`config.mk`:
```
export PLATFORM = sky130hd
export DESIGN_NAME = multicycle_ctrl
export DESIGN_NICKNAME = d
export VERILOG_FILES = /design/src/rtl/multicycle_ctrl_pkg.sv /design/src/rtl/multicycle_ctrl_dec.sv /design/src/rtl/multicycle_ctrl.sv
export SDC_FILE = /design/constraint.sdc
export NUM_CORES = 1
export LEC_CHECK = 0
export CORE_AREA = 2 2 50 52
export CTS_BUF_LIST = sky130_fd_sc_hd__clkbuf_4 sky130_fd_sc_hd__clkbuf_8
export CTS_CLUSTER_SIZE = 30
export DETAILED_ROUTE_END_ITERATION = 16
export DIE_AREA = 0 0 52 54
export HOLD_SLACK_MARGIN = 0.06
export PLACE_DENSITY_LB_ADDON = 0.1
export SYNTH_ARGS = -nofsm -noshare
export SYNTH_HDL_FRONTEND = slang
export SYNTH_SLANG_ARGS = --single-unit
```
`constraint.sdc`:
```
create_clock -name clk -period 1.99 [get_ports clk]
set_clock_uncertainty 0.05 [all_clocks]
set_input_delay 0.597 -clock clk [delete_from_list [all_inputs] [get_ports clk]]
set_output_delay 0.597 -clock clk [all_outputs]
set_load 0.05 [all_outputs]
```
`src/rtl/multicycle_ctrl_pkg.sv`:
```
// Shared encodings for the multicycle MIPS-style controller: states, opcodes,
// funct codes, ALU operations and datapath select values.
package multicycle_ctrl_pkg;

  localparam logic [3:0] S_FETCH  = 4'd0;
  localparam logic [3:0] S_DECODE = 4'd1;
  localparam logic [3:0] S_MEMADR = 4'd2;
  localparam logic [3:0] S_MEMRD  = 4'd3;
  localparam logic [3:0] S_MEMWB  = 4'd4;
  localparam logic [3:0] S_MEMWR  = 4'd5;
  localparam logic [3:0] S_RTEX   = 4'd6;
  localparam logic [3:0] S_RTWB   = 4'd7;
  localparam logic [3:0] S_IMMEX  = 4'd8;
  localparam logic [3:0] S_IMMWB  = 4'd9;
  localparam logic [3:0] S_BRANCH = 4'd10;
  localparam logic [3:0] S_JUMP   = 4'd11;
  localparam logic [3:0] S_JAL    = 4'd12;
  localparam logic [3:0] S_JR     = 4'd13;
  localparam logic [3:0] S_TRAP   = 4'd14;

  localparam logic [5:0] OP_RTYPE = 6'd0;
  localparam logic [5:0] OP_J     = 6'd2;
  localparam logic [5:0] OP_JAL   = 6'd3;
  localparam logic [5:0] OP_BEQ   = 6'd4;
  localparam logic [5:0] OP_BNE   = 6'd5;
  localparam logic [5:0] OP_ADDI  = 6'd8;
  localparam logic [5:0] OP_SLTI  = 6'd10;
  localparam logic [5:0] OP_SLTIU = 6'd11;
  localparam logic [5:0] OP_ANDI  = 6'd12;
  localparam logic [5:0] OP_ORI   = 6'd13;
  localparam logic [5:0] OP_XORI  = 6'd14;
  localparam logic [5:0] OP_LUI   = 6'd15;
  localparam logic [5:0] OP_LW    = 6'd35;
  localparam logic [5:0] OP_SW    = 6'd43;

  localparam logic [5:0] FN_SLL  = 6'd0;
  localparam logic [5:0] FN_SRL  = 6'd2;
  localparam logic [5:0] FN_SRA  = 6'd3;
  localparam logic [5:0] FN_SLLV = 6'd4;
  localparam logic [5:0] FN_SRLV = 6'd6;
  localparam logic [5:0] FN_SRAV = 6'd7;
  localparam logic [5:0] FN_JR   = 6'd8;
  localparam logic [5:0] FN_ADD  = 6'd32;
  localparam logic [5:0] FN_ADDU = 6'd33;
  localparam logic [5:0] FN_SUB  = 6'd34;
  localparam logic [5:0] FN_SUBU = 6'd35;
  localparam logic [5:0] FN_AND  = 6'd36;
  localparam logic [5:0] FN_OR   = 6'd37;
  localparam logic [5:0] FN_XOR  = 6'd38;
  localparam logic [5:0] FN_NOR  = 6'd39;
  localparam logic [5:0] FN_SLT  = 6'd42;
  localparam logic [5:0] FN_SLTU = 6'd43;

  localparam logic [2:0] ALU_ADD   = 3'd0;
  localparam logic [2:0] ALU_SUB   = 3'd1;
  localparam logic [2:0] ALU_AND   = 3'd2;
  localparam logic [2:0] ALU_OR    = 3'd3;
  localparam logic [2:0] ALU_XOR   = 3'd4;
  localparam logic [2:0] ALU_SLT   = 3'd5;
  localparam logic [2:0] ALU_FUNCT = 3'd6;

  localparam logic [1:0] SRCB_RT   = 2'b00;
  localparam logic [1:0] SRCB_FOUR = 2'b01;
  localparam logic [1:0] SRCB_IMM  = 2'b10;
  localparam logic [1:0] SRCB_BR   = 2'b11;

  localparam logic [1:0] IMM_SIGN = 2'b00;
  localparam logic [1:0] IMM_ZERO = 2'b01;
  localparam logic [1:0] IMM_LUI  = 2'b10;

  localparam logic [1:0] M2R_ALUOUT = 2'b00;
  localparam logic [1:0] M2R_MDR    = 2'b01;
  localparam logic [1:0] M2R_PC     = 2'b10;

  localparam logic [1:0] RDST_RT = 2'b00;
  localparam logic [1:0] RDST_RD = 2'b01;
  localparam logic [1:0] RDST_RA = 2'b10;

  localparam logic [1:0] PCSRC_ALU    = 2'b00;
  localparam logic [1:0] PCSRC_ALUOUT = 2'b01;
  localparam logic [1:0] PCSRC_JUMP   = 2'b10;
  localparam logic [1:0] PCSRC_RS     = 2'b11;

  // R-type funct codes the datapath ALU can execute (jr is handled separately).
  function automatic logic funct_legal(input logic [5:0] f);
    case (f)
      FN_SLL, FN_SRL, FN_SRA, FN_SLLV, FN_SRLV, FN_SRAV,
      FN_ADD, FN_ADDU, FN_SUB, FN_SUBU, FN_AND, FN_OR,
      FN_XOR, FN_NOR, FN_SLT, FN_SLTU: funct_legal = 1'b1;
      default:                         funct_legal = 1'b0;
    endcase
  endfunction

endpackage

```
`src/rtl/multicycle_ctrl_dec.sv`:
```
// Instruction classifier: picks the DECODE successor state and the ALU
// operation / immediate extension used by IMMEX.
module multicycle_ctrl_dec
  import multicycle_ctrl_pkg::*;
(
  input  logic [5:0] opcode,
  input  logic [5:0] funct,
  output logic [3:0] next_state,
  output logic [2:0] imm_alu_op,
  output logic [1:0] imm_sel
);

  always_comb begin
    // NOTE: every output gets a default first so no path leaves it unassigned (no latch).
    next_state = S_TRAP;
    imm_alu_op = ALU_ADD;
    imm_sel    = IMM_SIGN;
    case (opcode)
      OP_LW, OP_SW: next_state = S_MEMADR;
      OP_RTYPE: begin
        if (funct == FN_JR)          next_state = S_JR;
        else if (funct_legal(funct)) next_state = S_RTEX;
        else                         next_state = S_TRAP;
      end
      OP_BEQ, OP_BNE: next_state = S_BRANCH;
      OP_J:           next_state = S_JUMP;
      OP_JAL:         next_state = S_JAL;
      OP_ADDI: begin
        next_state = S_IMMEX;
      end
      OP_SLTI, OP_SLTIU: begin
        next_state = S_IMMEX;
        imm_alu_op = ALU_SLT;
      end
      OP_ANDI: begin
        next_state = S_IMMEX;
        imm_alu_op = ALU_AND;
        imm_sel    = IMM_ZERO;
      end
      OP_ORI: begin
        next_state = S_IMMEX;
        imm_alu_op = ALU_OR;
        imm_sel    = IMM_ZERO;
      end
      OP_XORI: begin
        next_state = S_IMMEX;
        imm_alu_op = ALU_XOR;
        imm_sel    = IMM_ZERO;
      end
      OP_LUI: begin
        next_state = S_IMMEX;
        imm_sel    = IMM_LUI;
      end
      default: next_state = S_TRAP;
    endcase
  end

endmodule

```
`src/rtl/multicycle_ctrl.sv`:
```
// Multicycle controller FSM: sequences fetch/decode/execute/memory/writeback
// and drives datapath strobes and selects from the current state.
module multicycle_ctrl
  import multicycle_ctrl_pkg::*;
#(
  parameter int ALUOP_W   = 3,
  parameter bit TRAP_HALT = 1'b1
) (
  input  logic               clk,
  input  logic               rst,
  input  logic [5:0]         opcode,
  input  logic [5:0]         funct,
  input  logic               mem_ready,
  output logic               mem_read,
  output logic               mem_write,
  output logic               iord,
  output logic               ir_write,
  output logic               reg_write,
  output logic               pc_write,
  output logic               pc_write_cond,
  output logic               pc_write_ne,
  output logic               alu_src_a,
  output logic [1:0]         alu_src_b,
  output logic [1:0]         imm_sel,
  output logic [1:0]         mem_to_reg,
  output logic [1:0]         reg_dst,
  output logic [1:0]         pc_src,
  output logic [ALUOP_W-1:0] alu_op,
  output logic               illegal,
  output logic [3:0]         state
);

  logic [3:0] state_q, state_d;
  logic [3:0] dec_next;
  logic [2:0] imm_alu_op, alu_op_c;
  logic [1:0] dec_imm_sel;

  multicycle_ctrl_dec u_dec (
    .opcode     (opcode),
    .funct      (funct),
    .next_state (dec_next),
    .imm_alu_op (imm_alu_op),
    .imm_sel    (dec_imm_sel)
  );

  always_comb begin
    state_d = state_q;
    case (state_q)
      S_FETCH:  if (mem_ready) state_d = S_DECODE;
      S_DECODE: state_d = dec_next;
      S_MEMADR: state_d = (opcode == OP_LW) ? S_MEMRD : S_MEMWR;
      S_MEMRD:  if (mem_ready) state_d = S_MEMWB;
      S_MEMWR:  if (mem_ready) state_d = S_FETCH;
      S_RTEX:   state_d = S_RTWB;
      S_IMMEX:  state_d = S_IMMWB;
      S_TRAP:   state_d = TRAP_HALT ? S_TRAP : S_FETCH;
      S_MEMWB, S_RTWB, S_IMMWB,
      S_BRANCH, S_JUMP, S_JAL, S_JR: state_d = S_FETCH;
      default:  state_d = S_FETCH;
    endcase
  end

  always_ff @(posedge clk) begin
    // NOTE: sequential state uses non-blocking assignment so all flops update together.
    if (rst) state_q <= S_FETCH;
    else     state_q <= state_d;
  end

  always_comb begin
    mem_read      = 1'b0;
    mem_write     = 1'b0;
    iord          = 1'b0;
    ir_write      = 1'b0;
    reg_write     = 1'b0;
    pc_write      = 1'b0;
    pc_write_cond = 1'b0;
    pc_write_ne   = 1'b0;
    alu_src_a     = 1'b0;
    alu_src_b     = SRCB_RT;
    imm_sel       = IMM_SIGN;
    mem_to_reg    = M2R_ALUOUT;
    reg_dst       = RDST_RT;
    pc_src        = PCSRC_ALU;
    alu_op_c      = ALU_ADD;
    case (state_q)
      S_FETCH: begin
        mem_read  = 1'b1;
        alu_src_b = SRCB_FOUR;
        ir_write  = mem_ready;
        pc_write  = mem_ready;
      end
      S_DECODE: alu_src_b = SRCB_BR;
      S_MEMADR: begin
        alu_src_a = 1'b1;
        alu_src_b = SRCB_IMM;
      end
      S_MEMRD: begin
        mem_read = 1'b1;
        iord     = 1'b1;
      end
      S_MEMWB: begin
        reg_write  = 1'b1;
        mem_to_reg = M2R_MDR;
      end
      S_MEMWR: begin
        mem_write = 1'b1;
        iord      = 1'b1;
      end
      S_RTEX: begin
        alu_src_a = 1'b1;
        alu_op_c  = ALU_FUNCT;
      end
      S_RTWB: begin
        reg_write = 1'b1;
        reg_dst   = RDST_RD;
      end
      S_IMMEX: begin
        alu_src_a = 1'b1;
        alu_src_b = SRCB_IMM;
        alu_op_c  = imm_alu_op;
        imm_sel   = dec_imm_sel;
      end
      S_IMMWB: reg_write = 1'b1;
      S_BRANCH: begin
        alu_src_a     = 1'b1;
        alu_op_c      = ALU_SUB;
        pc_src        = PCSRC_ALUOUT;
        pc_write_cond = (opcode == OP_BEQ);
        pc_write_ne   = (opcode == OP_BNE);
      end
      S_JUMP: begin
        pc_write = 1'b1;
        pc_src   = PCSRC_JUMP;
      end
      S_JAL: begin
        pc_write   = 1'b1;
        pc_src     = PCSRC_JUMP;
        reg_write  = 1'b1;
        reg_dst    = RDST_RA;
        mem_to_reg = M2R_PC;
      end
      S_JR: begin
        pc_write = 1'b1;
        pc_src   = PCSRC_RS;
      end
      default: ;
    endcase
    // Reset overrides the state decode so a half-finished access never commits.
    if (rst) begin
      mem_read      = 1'b0;
      mem_write     = 1'b0;
      iord          = 1'b0;
      ir_write      = 1'b0;
      reg_write     = 1'b0;
      pc_write      = 1'b0;
      pc_write_cond = 1'b0;
      pc_write_ne   = 1'b0;
      alu_src_a     = 1'b0;
    end
  end

  assign alu_op  = ALUOP_W'(alu_op_c);
  assign illegal = (state_q == S_TRAP) && !rst;
  assign state   = state_q;

endmodule

```
==> results of run 1 <==
[stage by stage]
stage                     std cells  utilization  hold WS [ps]
after detailed placement        225        0.882           528
after global placement          225        0.882           534
after floorplan                 131            -           749
[logic make-up after synthesis]
family                 Yosys count  share of synthesized area
AO/OA/AOI/OAI                   40                      0.349
buffers and inverters           17                     0.0942
flip-flops                       4                     0.0928
AND/OR/NAND/NOR                 69                      0.454
XOR/XNOR                         1                     0.0101
==> summary.txt, run 1 <==
Logic synthesis
  – Cell Area, Synth: 863 um^2
  – Count of mapped cells out of synthesis: 131
  – Fraction of the yosys area taken by sequential cells: 0.0928
  – Ranking of synthesized cells by area: sky130_fd_sc_hd__nor2b_1 (11%), sky130_fd_sc_hd__dfxtp_1 (9.3%), sky130_fd_sc_hd__buf_2 (6.4%)
  – Top_reg_cell synth: sky130_fd_sc_hd__dfxtp_1
  – Net Count, Synth: 146
  – Fraction of registers with async set/reset: 0
  – Area fraction of the dominant cell type after synthesis: 0.109
  – Number of synthesized register bits: 4
  – Count of unique library cells instantiated by Yosys: 49
  – Number of flops mapped to enable cells by yosys: 0
  – Library cell with the largest summed area after synthesis: sky130_fd_sc_hd__nor2b_1
  – Syn avg cell area: 6.59 um^2
  – Cell with the most instances after synthesis: sky130_fd_sc_hd__nor2b_1
  – Synth warnings: 0
  – Commonest cells in the synthesized netlist: sky130_fd_sc_hd__nor2b_1 (15), sky130_fd_sc_hd__nor2_1 (13), sky130_fd_sc_hd__buf_2 (11), sky130_fd_sc_hd__nand2_1 (11)

Clock tree
  – # Post-CTS Setup Buffers: 16
  – Total clock buffers created by CTS: 3
  – CTS Buffer Depth: 2
  – Root Buffer Master: sky130_fd_sc_hd__clkbuf_4
  – Clock sinks: 4
  – Post-cts gate resize count: 89
  – CTS HTree Levels: 1
  – Hold-fix buffers at CTS: 0

Status
  – Status: aborted with a tool error
  – Tool error: [ERROR DPL-0038] Utilization greater than 100%, impossible to legalize
  – Exit stage: clock tree synthesis

Place
  – Pre-CTS WS: -819 ps
  – Number of input and output port buffers inserted: 41
  – Weighted congestion reported at the end of routability-driven placement: 0.924
  – Post-DP HPWL: 3080 um
  – Dpl cell area: 2050 um^2

Die
  – Die height: 54 um
  – Width of the die: 52 um
  – Num ports: 42
  – Cell Rows: 18
  – Initial standard-cell utilization of the core: 0.372
==> run 2, diff against run 1 <==
==> config.mk (replaced) <==
export PLATFORM = sky130hd
export DESIGN_NAME = multicycle_ctrl
export DESIGN_NICKNAME = d
export VERILOG_FILES = /design/src/rtl/multicycle_ctrl_pkg.sv /design/src/rtl/multicycle_ctrl_dec.sv /design/src/rtl/multicycle_ctrl.sv
export SDC_FILE = /design/constraint.sdc
export NUM_CORES = 1
export LEC_CHECK = 0
export CORE_AREA = 2 2 63 65
export DETAILED_ROUTE_END_ITERATION = 16
export DIE_AREA = 0 0 65 67
export PLACE_DENSITY_LB_ADDON = 0.15
export SYNTH_ARGS = -nofsm -noshare
export SYNTH_HDL_FRONTEND = slang
export SYNTH_SLANG_ARGS = --single-unit
==> run 2 against run 1 <==
The flow now finishes, with violations (setup timing). Area after synthesis is the same. Synthesized cell count unchanged.
==> summary.txt, run 2 <==
Status
  – Status: complete, but fails checks
  – Violated checks: setup timing

Die
  – Core region area: 3610 um^2
  – Die height: 67 um
  – Initial standard-cell utilization of the core: 0.239
  – Cell Rows: 22
  – Die footprint: 4360 um^2
  – Num ports: 42
  – Width of the die: 65 um

STA
  – Slew at the pin closest to its max-slew limit: 296 ps
  – FMAX: 426 MHz
  – Final hold viol count: 0
  – RSZ-0062 raised after global routing: yes
  – Final setup fails: 15
  – Relative slew slack: 0.803
  – Worst hold slack: 735 ps
  – Total Negative Setup Slacks: -1970 ps
  – Fin crit share: 1.18
  – Final max-slew violation count: 0
  – Final period demand of the worst path: 2350 ps
  – Post-route worst setup slack: -358 ps

Final layout
  – Most frequent cells in the layout: sky130_fd_sc_hd__buf_4 (45), sky130_fd_sc_hd__buf_12 (30), sky130_fd_sc_hd__buf_6 (24), sky130_fd_sc_hd__nor2b_4 (10), sky130_fd_sc_hd__nand2_1 (8)
  – Most frequent standard cell in the layout excluding fill and tap cells: sky130_fd_sc_hd__buf_4
  – Final cell count without fillers: 283
  – Max reg flops: 4
  – Total Nets Final: 252
  – Fraction of final layout cells sized beyond drive strength 1: 0.736
  – Count of antenna diodes in the layout: 0
  – Area growth, synth to finish: 216%

Logic synthesis
  – Count of unique library cells instantiated by Yosys: 49
  – Ranking of synthesized cells by area: sky130_fd_sc_hd__nor2b_1 (11%), sky130_fd_sc_hd__dfxtp_1 (9.3%), sky130_fd_sc_hd__buf_2 (6.4%)
  – Number of synthesized register bits: 4
  – Fraction of the yosys area taken by sequential cells: 0.0928
  – Fraction of registers with async set/reset: 0
  – Net Count, Synth: 146
  – Count of mapped cells out of synthesis: 131
  – Cell Area, Synth: 863 um^2
  – Cell with the most instances after synthesis: sky130_fd_sc_hd__nor2b_1
  – Top_reg_cell synth: sky130_fd_sc_hd__dfxtp_1
  – Library cell with the largest summed area after synthesis: sky130_fd_sc_hd__nor2b_1
  – Synth warnings: 0
  – Syn avg cell area: 6.59 um^2
  – Number of flops mapped to enable cells by yosys: 0
  – Area fraction of the dominant cell type after synthesis: 0.109
  – Commonest cells in the synthesized netlist: sky130_fd_sc_hd__nor2b_1 (15), sky130_fd_sc_hd__nor2_1 (13), sky130_fd_sc_hd__buf_2 (11), sky130_fd_sc_hd__nand2_1 (11)

Routing
  – Total Wirelength: 4500 um
  – Final routed wire length divided by cell count: 15.9 um
  – Number of search-and-repair iterations in the first detailed-routing pass: 4
  – Average via count per standard cell: 5.12
  – Drt first-iter violations: 62
  – Post-DRT Antenna Nets: 0
  – DRC errors left: 0
  – Number of vias in the routed layout: 1450

Setup path
  – Required arrival time at the worst endpoint: 1340 ps
  – Critical path arrival: 1700 ps
  – Slowest cell on the critical path: sky130_fd_sc_hd__or2_4
  – Beginning of the worst register-to-register path: state[3]
  – Type of destination of the critical path: primary output
  – Maximum net fanout on the critical path: 3
  – Count of buffering cells on the critical path with inverters included: 2
  – Setup CP Type: in2out
  – Crit-path leading delay family: simple AND/OR/NAND/NOR gates
  – Cells traversed along the worst timing path: buf_6 > or2_4 > nor4_4 > nand3b_1 > a21oi_4 > buf_12
  – Crit path from: opcode[5]
  – Crit start category: input port
  – Worst stage delay on the critical path: 260 ps

Place
  – Pre-CTS WS: -710 ps
  – Post-DP HPWL: 2930 um
  – Weighted congestion reported at the end of routability-driven placement: 0.889
  – Number of input and output port buffers inserted: 41
  – Inst Count DP: 246

Global routing
  – Met3 capacity usage during global routing: 0.0203
  – Initial antenna violation count: 0
  – Global-route congestion overflow total: 0
  – Via count of the first global-routing pass: 1410
  – GRT Overall Usage: 0.198
  – Met1 Track Usage GR: 0.216
  – Met2 track demand over resource: 0.397
  – Global routing's busiest layer: met2
  – First-pass GRT wire length: 6690 um
  – Pin count of the biggest net entering global routing: 14

Worst hold path
  – Hold path start: state[0]
  – Worst min-delay path category: reg2reg

Power and ir drop
  – IR drop worst, VDD: 0.739 mV
  – Total power after layout: 3.18 mW
  – Cell Pwr Density: 1170 nW/um^2
  – Static power due to leakage: 1.12 nW

Clock tree
  – CTS Buffer Depth: 2
  – CTS HTree Levels: 1
  – Clock sinks: 4
  – Root Buffer Master: sky130_fd_sc_hd__clkbuf_8
  – Total clock buffers created by CTS: 3
  – Clock latency on the worst-skew pair: 220 ps
  – CTS clk-pin slew, worst paths: 30 ps
  – Clock tree from TritonCTS: done

Job
  – Max-capacitance violation count: 0
-- run 2: cell counts after synthesis --
No cell type changed its count.
-- run 2: area by class of cell --
| type | instances | area [um^2] |
|---|---|---|
| Inverter | 3 | 11.3 |
| Fill cell | 232 | 877 |
| Clock buffer | 3 | 41.3 |
| Timing Repair Buffer | 115 | 1420 |
| Sequential cell | 4 | 95.1 |
| Multi-Input combinational cell | 110 | 1100 |
| Tap cell | 48 | 60.1 |
-- run 2: path summary, 6_finish.rpt --
check,endpoint,slack (ps),cells after the start
max reg2reg,state[3],330,8
min reg2reg,state[1],730,2
min,state[1],730,2
max,imm_sel[0],-360,6
-- run 2: kinds of logic after synthesis --
family                 Yosys count  synth area share
buffers and inverters           17            0.0942
AO/OA/AOI/OAI                   40             0.349
flip-flops                       4            0.0928
AND/OR/NAND/NOR                 69             0.454
XOR/XNOR                         1            0.0101
-- run 2: layer usage --
| layer | wire length (um) | vias to the layer above | part of all wire |
|---|---|---|---|
| met1 | 1670 | 685 | 0.37 |
| met2 | 2470 | 64 | 0.55 |
| met5 | 0 | - | 0 |
| li1 | - | 687 | - |
| met3 | 234 | 14 | 0.052 |
| met4 | 126 | 0 | 0.028 |
-- run 2: report_power, final --
| part | switching [mW] | internal (mW) | leakage, nW | total, mW |
|---|---|---|---|---|
| combinational | 1.33 | 1.48 | 1.06 | 2.81 |
| sequential | 0.0711 | 0.130 | 0.0356 | 0.201 |
| clock | 0.0392 | 0.129 | 0.0216 | 0.168 |
| total | 1.44 | 1.74 | 1.12 | 3.18 |
-- run 2: metrics by stage --
| step | cell area (um^2) | util |
|---|---|---|
| 2_1_floorplan | 1180 | - |
| 3_3_place_gp | 2090 | 0.580 |
| 3_5_place_dp | 2090 | 0.580 |
| 4_1_cts | 2530 | 0.702 |
| 5_1_grt | 2730 | 0.757 |
| 6_report | 2730 | 0.757 |
-- run 2: what timing repair did --
item                                    in CTS  in global routing
buffers inserted                            21                 12
gates cloned                                 2                  2
resized for setup                           84                 27
hold buffers                                 0                  0
endpoints found under the setup margin      21                 24
pin swaps                                   21                 21
-- run 2: worst min-delay path, stage by stage (launching register included) --
cell,delay (ps)
sky130_fd_sc_hd__dfxtp_4,360
sky130_fd_sc_hd__nor2b_4,150
sky130_fd_sc_hd__a32o_2,230
Power figures use the tool's default switching activity.
==> run 3, diff against run 2 <==
--- a/config.mk
+++ b/config.mk
@@ -5,9 +5,12 @@
 export SDC_FILE = /design/constraint.sdc
 export NUM_CORES = 1
 export LEC_CHECK = 0
-export CORE_AREA = 2 2 63 65
+export CELL_PAD_IN_SITES_DETAIL_PLACEMENT = 1
+export CELL_PAD_IN_SITES_GLOBAL_PLACEMENT = 2
+export CORE_AREA = 2 2 69 71
 export DETAILED_ROUTE_END_ITERATION = 16
-export DIE_AREA = 0 0 65 67
+export DIE_AREA = 0 0 71 73
+export GPL_TIMING_DRIVEN = 0
 export PLACE_DENSITY_LB_ADDON = 0.15
 export SYNTH_ARGS = -nofsm -noshare
 export SYNTH_HDL_FRONTEND = slang
==> run 3 against run 2 <==
The run still ends with setup timing left. Worst setup slack got worse by 140 ps. Utilization fell by 28 points. Critical path depth did not move. Power fell by 18%. Via count fell by 13%. Clock power barely moved. Final cell count fell by 11%. Global-route usage fell by 4.4 points. Non-clock buffer count fell by 37. Register-to-register slack improved by 20 ps. Flip-flop and latch count did not move. Final area fell by 21%. Largest cell class is now multi-input gates. Largest power group unchanged.
==> summary.txt, run 3 (synthesis gave the netlist of run 2 again) <==
Power and ir drop
  – Switching power share of the total: 0.504
  – Sequential fraction of design power: 0.072
  – Part of the power in combinational logic: 0.863
  – Total power after layout: 2.60 mW
  – Cell Pwr Density: 1210 nW/um^2
  – Switching power summed over all nets: 1.31 mW
  – Clk network pwr share: 0.065
  – IR drop worst, VDD: 0.682 mV
  – Static power due to leakage: 0.850 nW
  – Internal power summed over all cells: 1.29 mW

Clock tree
  – Total clock buffers created by CTS: 3
  – Clock tree from TritonCTS: done
  – Clock sinks: 4
  – CTS Buffer Depth: 2
  – CTS HTree Levels: 1
  – Clock latency on the worst-skew pair: 220 ps
  – Root Buffer Master: sky130_fd_sc_hd__clkbuf_8
  – CTS clk-pin slew, worst paths: 30 ps
  – Hold-fix buffers at CTS: 0

Routing
  – DRC errors left: 0
  – Final routed wire length divided by cell count: 17.4 um
  – Number of search-and-repair iterations in the first detailed-routing pass: 4
  – Average via count per standard cell: 5.00
  – Post-DRT Antenna Nets: 0
  – Total Wirelength: 4400 um
  – Drt first-iter violations: 43
  – Number of vias in the routed layout: 1261

Final layout
  – Fraction of final layout cells sized beyond drive strength 1: 0.682
  – Most frequent standard cell in the layout excluding fill and tap cells: sky130_fd_sc_hd__buf_4
  – FF/Latch Area: 95.1 um^2
  – Most frequent cells in the layout: sky130_fd_sc_hd__buf_4 (22), sky130_fd_sc_hd__buf_6 (21), sky130_fd_sc_hd__nor2b_4 (10), sky130_fd_sc_hd__buf_8 (9), sky130_fd_sc_hd__nand2_1 (8)
  – Max reg flops: 4
  – Filler cell count in the final layout: 495
  – Area of the multi-input gates: 1070 um^2
  – Count of antenna diodes in the layout: 0
  – Total Nets Final: 215
  – Area growth, synth to finish: 149%
  – Cell area after layout: 2150 um^2

Job
  – Max-capacitance violation count: 0

Die
  – Width of the die: 71 um
  – Num ports: 42
  – Die height: 73 um
  – Cell Rows: 25
  – Initial standard-cell utilization of the core: 0.190
  – Core region area: 4540 um^2
  – Die footprint: 5180 um^2

Status
  – Status: complete, but fails checks
  – Violated checks: setup timing

STA
  – Post-route worst setup slack: -496 ps
  – Final setup fails: 15
  – Fin crit share: 1.25
  – Slew at the pin closest to its max-slew limit: 487 ps
  – Final hold viol count: 0
  – Total Negative Setup Slacks: -2760 ps
  – Final period demand of the worst path: 2490 ps
  – Relative slew slack: 0.677
  – RSZ-0062 raised after global routing: yes
  – FMAX: 402 MHz
  – Final max-slew violation count: 0

Global routing
  – Pin count of the biggest net entering global routing: 11
  – Global-route congestion overflow total: 0
  – First-pass GRT wire length: 6370 um
  – GRT Overall Usage: 0.154
  – Initial antenna violation count: 0
  – Via count of the first global-routing pass: 1250

Place
  – Post-DP HPWL: 2890 um
  – Dpl cell area: 1660 um^2
  – Pre-CTS WS: -1590 ps
  – Weighted congestion reported at the end of routability-driven placement: 0.795
  – Number of input and output port buffers inserted: 41

Worst hold path
  – Worst min-delay path category: reg2reg

Setup path
  – Critical path arrival: 1840 ps
  – Crit start category: input port
  – Type of destination of the critical path: primary output
  – Reg2reg setup slack: 350 ps
  – Maximum net fanout on the critical path: 3
  – Setup CP Type: in2out
  – Required arrival time at the worst endpoint: 1340 ps
## run 3: cell types whose count changed in the layout (fill, tap and decap cells not counted), moves of 2 or more
cell / change
sky130_fd_sc_hd__buf_12: -23
sky130_fd_sc_hd__buf_8: +5
sky130_fd_sc_hd__buf_4: -23
sky130_fd_sc_hd__nor3_4: -2
sky130_fd_sc_hd__nor3_2: +2
sky130_fd_sc_hd__dlygate4sd2_1: +4
sky130_fd_sc_hd__clkbuf_4: +2
sky130_fd_sc_hd__o21ai_2: +2
sky130_fd_sc_hd__buf_6: -3
sky130_fd_sc_hd__o21ai_4: -2
## run 3: repair_timing
item / 4_1_cts / 5_1_grt
pin swaps: 6 / 9
resized for setup: 224 / 43
endpoints found under the setup margin: 30 / 22
cloned: 0 / 1
buffers inserted: 13 / 10
## run 3: final timing paths
kind | startpoint | endpoint | cells after the start
hold / removal | state[2] | state[1] | 2
setup / recovery | opcode[4] | imm_sel[0] | 6
hold reg to reg | state[2] | state[1] | 2
setup reg to reg | state[0] | state[2] | 6
## run 3: final cells by class
class                           count  area share
Multi-Input combinational cell    110       0.497
Timing Repair Buffer               65       0.302
Buffer                             13       0.101
Sequential cell                     4      0.0442
Tap cell                           54      0.0314
Clock buffer                        3      0.0192
Inverter                            3     0.00524
## run 3: critical path, cell delays in order
cell	delay, ps
sky130_fd_sc_hd__buf_8	90
sky130_fd_sc_hd__or2_4	260
sky130_fd_sc_hd__nor4_4	320
sky130_fd_sc_hd__nand3b_1	230
sky130_fd_sc_hd__a21oi_4	170
sky130_fd_sc_hd__buf_6	170
## run 3: power groups by stage
stage	sequential (mW)	clock (mW)	combinational, mW
global route	0.192	0.182	2.35
global placement	0.162	0	1.69
floorplan	0.261	0	1.16
CTS	0.169	0.171	1.90
finish	0.186	0.169	2.24
detailed placement	0.162	0	1.69
## run 3: per-stage QoR
stage / hold WS, ps / std cells / util
3_3_place_gp: 694 / 226 / 0.366
5_1_grt: 686 / 252 / 0.474
6_report: 673 / 252 / 0.474
3_5_place_dp: 686 / 226 / 0.366
2_1_floorplan: 749 / 131 / -
4_1_cts: 658 / 242 / 0.423
## run 3: routing by layer
layer | vias up | GRT usage | routed length [um]
met5 | - | 0 | 0
met4 | 0 | 0.0126 | 19
met3 | 2 | 0.0110 | 134
met2 | 27 | 0.292 | 2410
met1 | 615 | 0.199 | 1840
li1 | 617 | - | -
==> run 4, diff against run 3 <==
==> constraint.sdc (replaced) <==
create_clock -name clk -period 2.31 [get_ports clk]
set_clock_uncertainty 0.05 [all_clocks]
set_input_delay 0.693 -clock clk [delete_from_list [all_inputs] [get_ports clk]]
set_output_delay 0.693 -clock clk [all_outputs]
set_load 0.05 [all_outputs]
==> run 4 against run 3 <==
Final cell count decreased by 4.8%. Critical path type unchanged. Hold slack lost 16 ps. Via count decreased by 2.6%. Utilization is 7.7 points lower. Worst setup slack gained 220 ps. Final area shrank 16%. Count of clock-buffer cells in the layout did not move. Non-clock buffer count decreased by 12. Critical path depth unchanged. Sequential share of layout area up 0.86 points. First-iteration DRC count rose by 9.3%. The flow still finishes with violations (setup timing).
==> summary.txt, run 4 (synthesis gave the netlist of run 2 again) <==
STA
  – Slew at the pin closest to its max-slew limit: 491 ps
  – Total Negative Setup Slacks: -945 ps
  – Final max-slew violation count: 0
  – Post-route worst setup slack: -273 ps
  – Final period demand of the worst path: 2580 ps
  – Worst hold slack: 658 ps
  – Final setup fails: 7
  – FMAX: 387 MHz
  – Relative slew slack: 0.672
  – RSZ-0062 raised after global routing: yes
  – Final hold viol count: 0
  – Fin crit share: 1.12

Power and ir drop
  – IR drop worst, VDD: 0.310 mV
  – Total power after layout: 1.74 mW
  – Sequential fraction of design power: 0.082
  – Switching power summed over all nets: 0.961 mW
  – Static power due to leakage: 0.696 nW
  – Cell Pwr Density: 966 nW/um^2
  – Internal power summed over all cells: 0.778 mW
  – Part of the power in combinational logic: 0.835
  – Clk network pwr share: 0.083
  – Switching power share of the total: 0.552

Setup path
  – Reg2reg setup slack: 830 ps
  – Setup CP Type: in2out
  – Number of cells on the worst reg-to-reg path: 5
  – RR Endpoint: state[2]
  – Slowest cell on the critical path: sky130_fd_sc_hd__or2_4
  – Maximum net fanout on the critical path: 5
  – Worst stage delay on the critical path: 260 ps
  – Required arrival time at the worst endpoint: 1570 ps
  – Cells traversed along the worst timing path: buf_8 > or2_4 > nor4_4 > nand3b_1 > a21oi_4 > buf_6
  – Critical path arrival: 1840 ps
  – Beginning of the worst register-to-register path: state[0]
  – Type of destination of the critical path: primary output
  – Crit start category: input port

Clock tree
  – Hold-fix buffers at CTS: 0
  – CTS Buffer Depth: 2
  – Total clock buffers created by CTS: 3
  – Clock tree from TritonCTS: done
  – Root Buffer Master: sky130_fd_sc_hd__clkbuf_8
  – Clock sinks: 4
  – CTS clk-pin slew, worst paths: 30 ps
  – CTS HTree Levels: 1
  – Clock latency on the worst-skew pair: 210 ps

Final layout
  – FF/Latch Area: 95.1 um^2
  – Final cell utilization of the core: 0.397
  – Cell area after layout: 1800 um^2
  – Fraction of final layout cells sized beyond drive strength 1: 0.570
  – Count of antenna diodes in the layout: 0
  – Final cell count without fillers: 240
  – Area growth, synth to finish: 109%
  – Area of the multi-input gates: 957 um^2
  – Most frequent standard cell in the layout excluding fill and tap cells: sky130_fd_sc_hd__buf_4
  – Filler cell count in the final layout: 529
  – Most frequent cells in the layout: sky130_fd_sc_hd__buf_4 (19), sky130_fd_sc_hd__buf_6 (15), sky130_fd_sc_hd__nand2_1 (10), sky130_fd_sc_hd__clkdlybuf4s50_1 (10), sky130_fd_sc_hd__nor2b_1 (9)
  – Max reg flops: 4
  – Total Nets Final: 203

Die
  – Width of the die: 71 um
  – Initial standard-cell utilization of the core: 0.190
  – Die footprint: 5180 um^2
  – Cell Rows: 25
  – Num ports: 42
  – Die height: 73 um
  – Core region area: 4540 um^2

Routing
  – Number of vias in the routed layout: 1228
  – DRC errors left: 0
  – Final routed wire length divided by cell count: 16.6 um
  – Post-DRT Antenna Nets: 0
  – Drt first-iter violations: 47
  – Average via count per standard cell: 5.12
  – Total Wirelength: 4000 um
  – Number of search-and-repair iterations in the first detailed-routing pass: 4

Global routing
  – Initial antenna violation count: 0
  – Pin count of the biggest net entering global routing: 11
  – GRT Overall Usage: 0.160
  – Global-route congestion overflow total: 0
  – First-pass GRT wire length: 6710 um
  – Via count of the first global-routing pass: 1323

Status
  – Violated checks: setup timing
  – Status: complete, but fails checks

Place
  – Weighted congestion reported at the end of routability-driven placement: 0.845
  – Inst Count DP: 226
  – Pre-CTS WS: -1460 ps
  – Number of input and output port buffers inserted: 41
  – Post-DP HPWL: 2890 um
  – Dpl cell area: 1530 um^2

Worst hold path
  – Cell depth of the worst hold path: 3
  – Worst min-delay path category: reg2reg
  – Destination of the worst hold path: state[0]
  – Hold path start: state[3]

Job
  – Max-capacitance violation count: 0
run 4: changes by cell type in the layout (fill, tap and decap cells not counted), moves of 4 or more:
cell and change:
sky130_fd_sc_hd__buf_12 -6, sky130_fd_sc_hd__buf_2 +5, sky130_fd_sc_hd__buf_6 -6, sky130_fd_sc_hd__buf_8 -4, sky130_fd_sc_hd__clkdlybuf4s15_2 +4, sky130_fd_sc_hd__clkdlybuf4s50_1 +4, sky130_fd_sc_hd__dlygate4sd2_1 -5, sky130_fd_sc_hd__nor2b_1 +4
sky130_fd_sc_hd__nor2b_4 -5
run 4: how the worst max path moves through the flow:
stage / from / endpoint / slack, ps / cells after the start
after floorplan: state[3] / alu_src_a / -160 / 4
after global placement: opcode[3] / imm_sel[0] / -1450 / 6
after detailed placement: opcode[3] / imm_sel[0] / -1460 / 6
after CTS: opcode[4] / imm_sel[0] / -380 / 6
after global routing: opcode[5] / imm_sel[0] / -330 / 6
final: opcode[5] / imm_sel[0] / -270 / 6
run 4: timing repair:
action	CTS	global route
setup endpoints to repair	23	19
buffers inserted	9	3
hold endpoints to repair	0	0
pin swaps	8	11
resized for setup	188	37
run 4: power by group through the flow:
stage	registers, mW	clock network (mW)	logic, mW
after floorplan	0.221	0	0.886
after global routing	0.149	0.157	1.54
final	0.142	0.145	1.45
after CTS	0.139	0.148	1.41
after global placement	0.135	0	1.34
after detailed placement	0.137	0	1.34
run 4: worst max-delay path, delay by kind of cell:
kind                   cells  cell delay, ps
and+or+nand+nor            3             710
AOI/OAI and AO/OA          1             170
buffers and inverters      2             270
run 4: per-layer routing:
metal  up-vias  global-route usage  share of wire
met5         -                   0              0
met3         0              0.0207          0.031
li1        597                   -              -
met4         0              0.0189              0
met2        25               0.315           0.55
met1       606               0.189           0.42
run 4: layout make-up:
cell class,count,area share
clock buffer,3,0.0229
multi-input combinational,110,0.532
inverter,3,0.00625
sequential,4,0.0528
tap,54,0.0375
buffer,13,0.0771
timing repair buffer,53,0.272
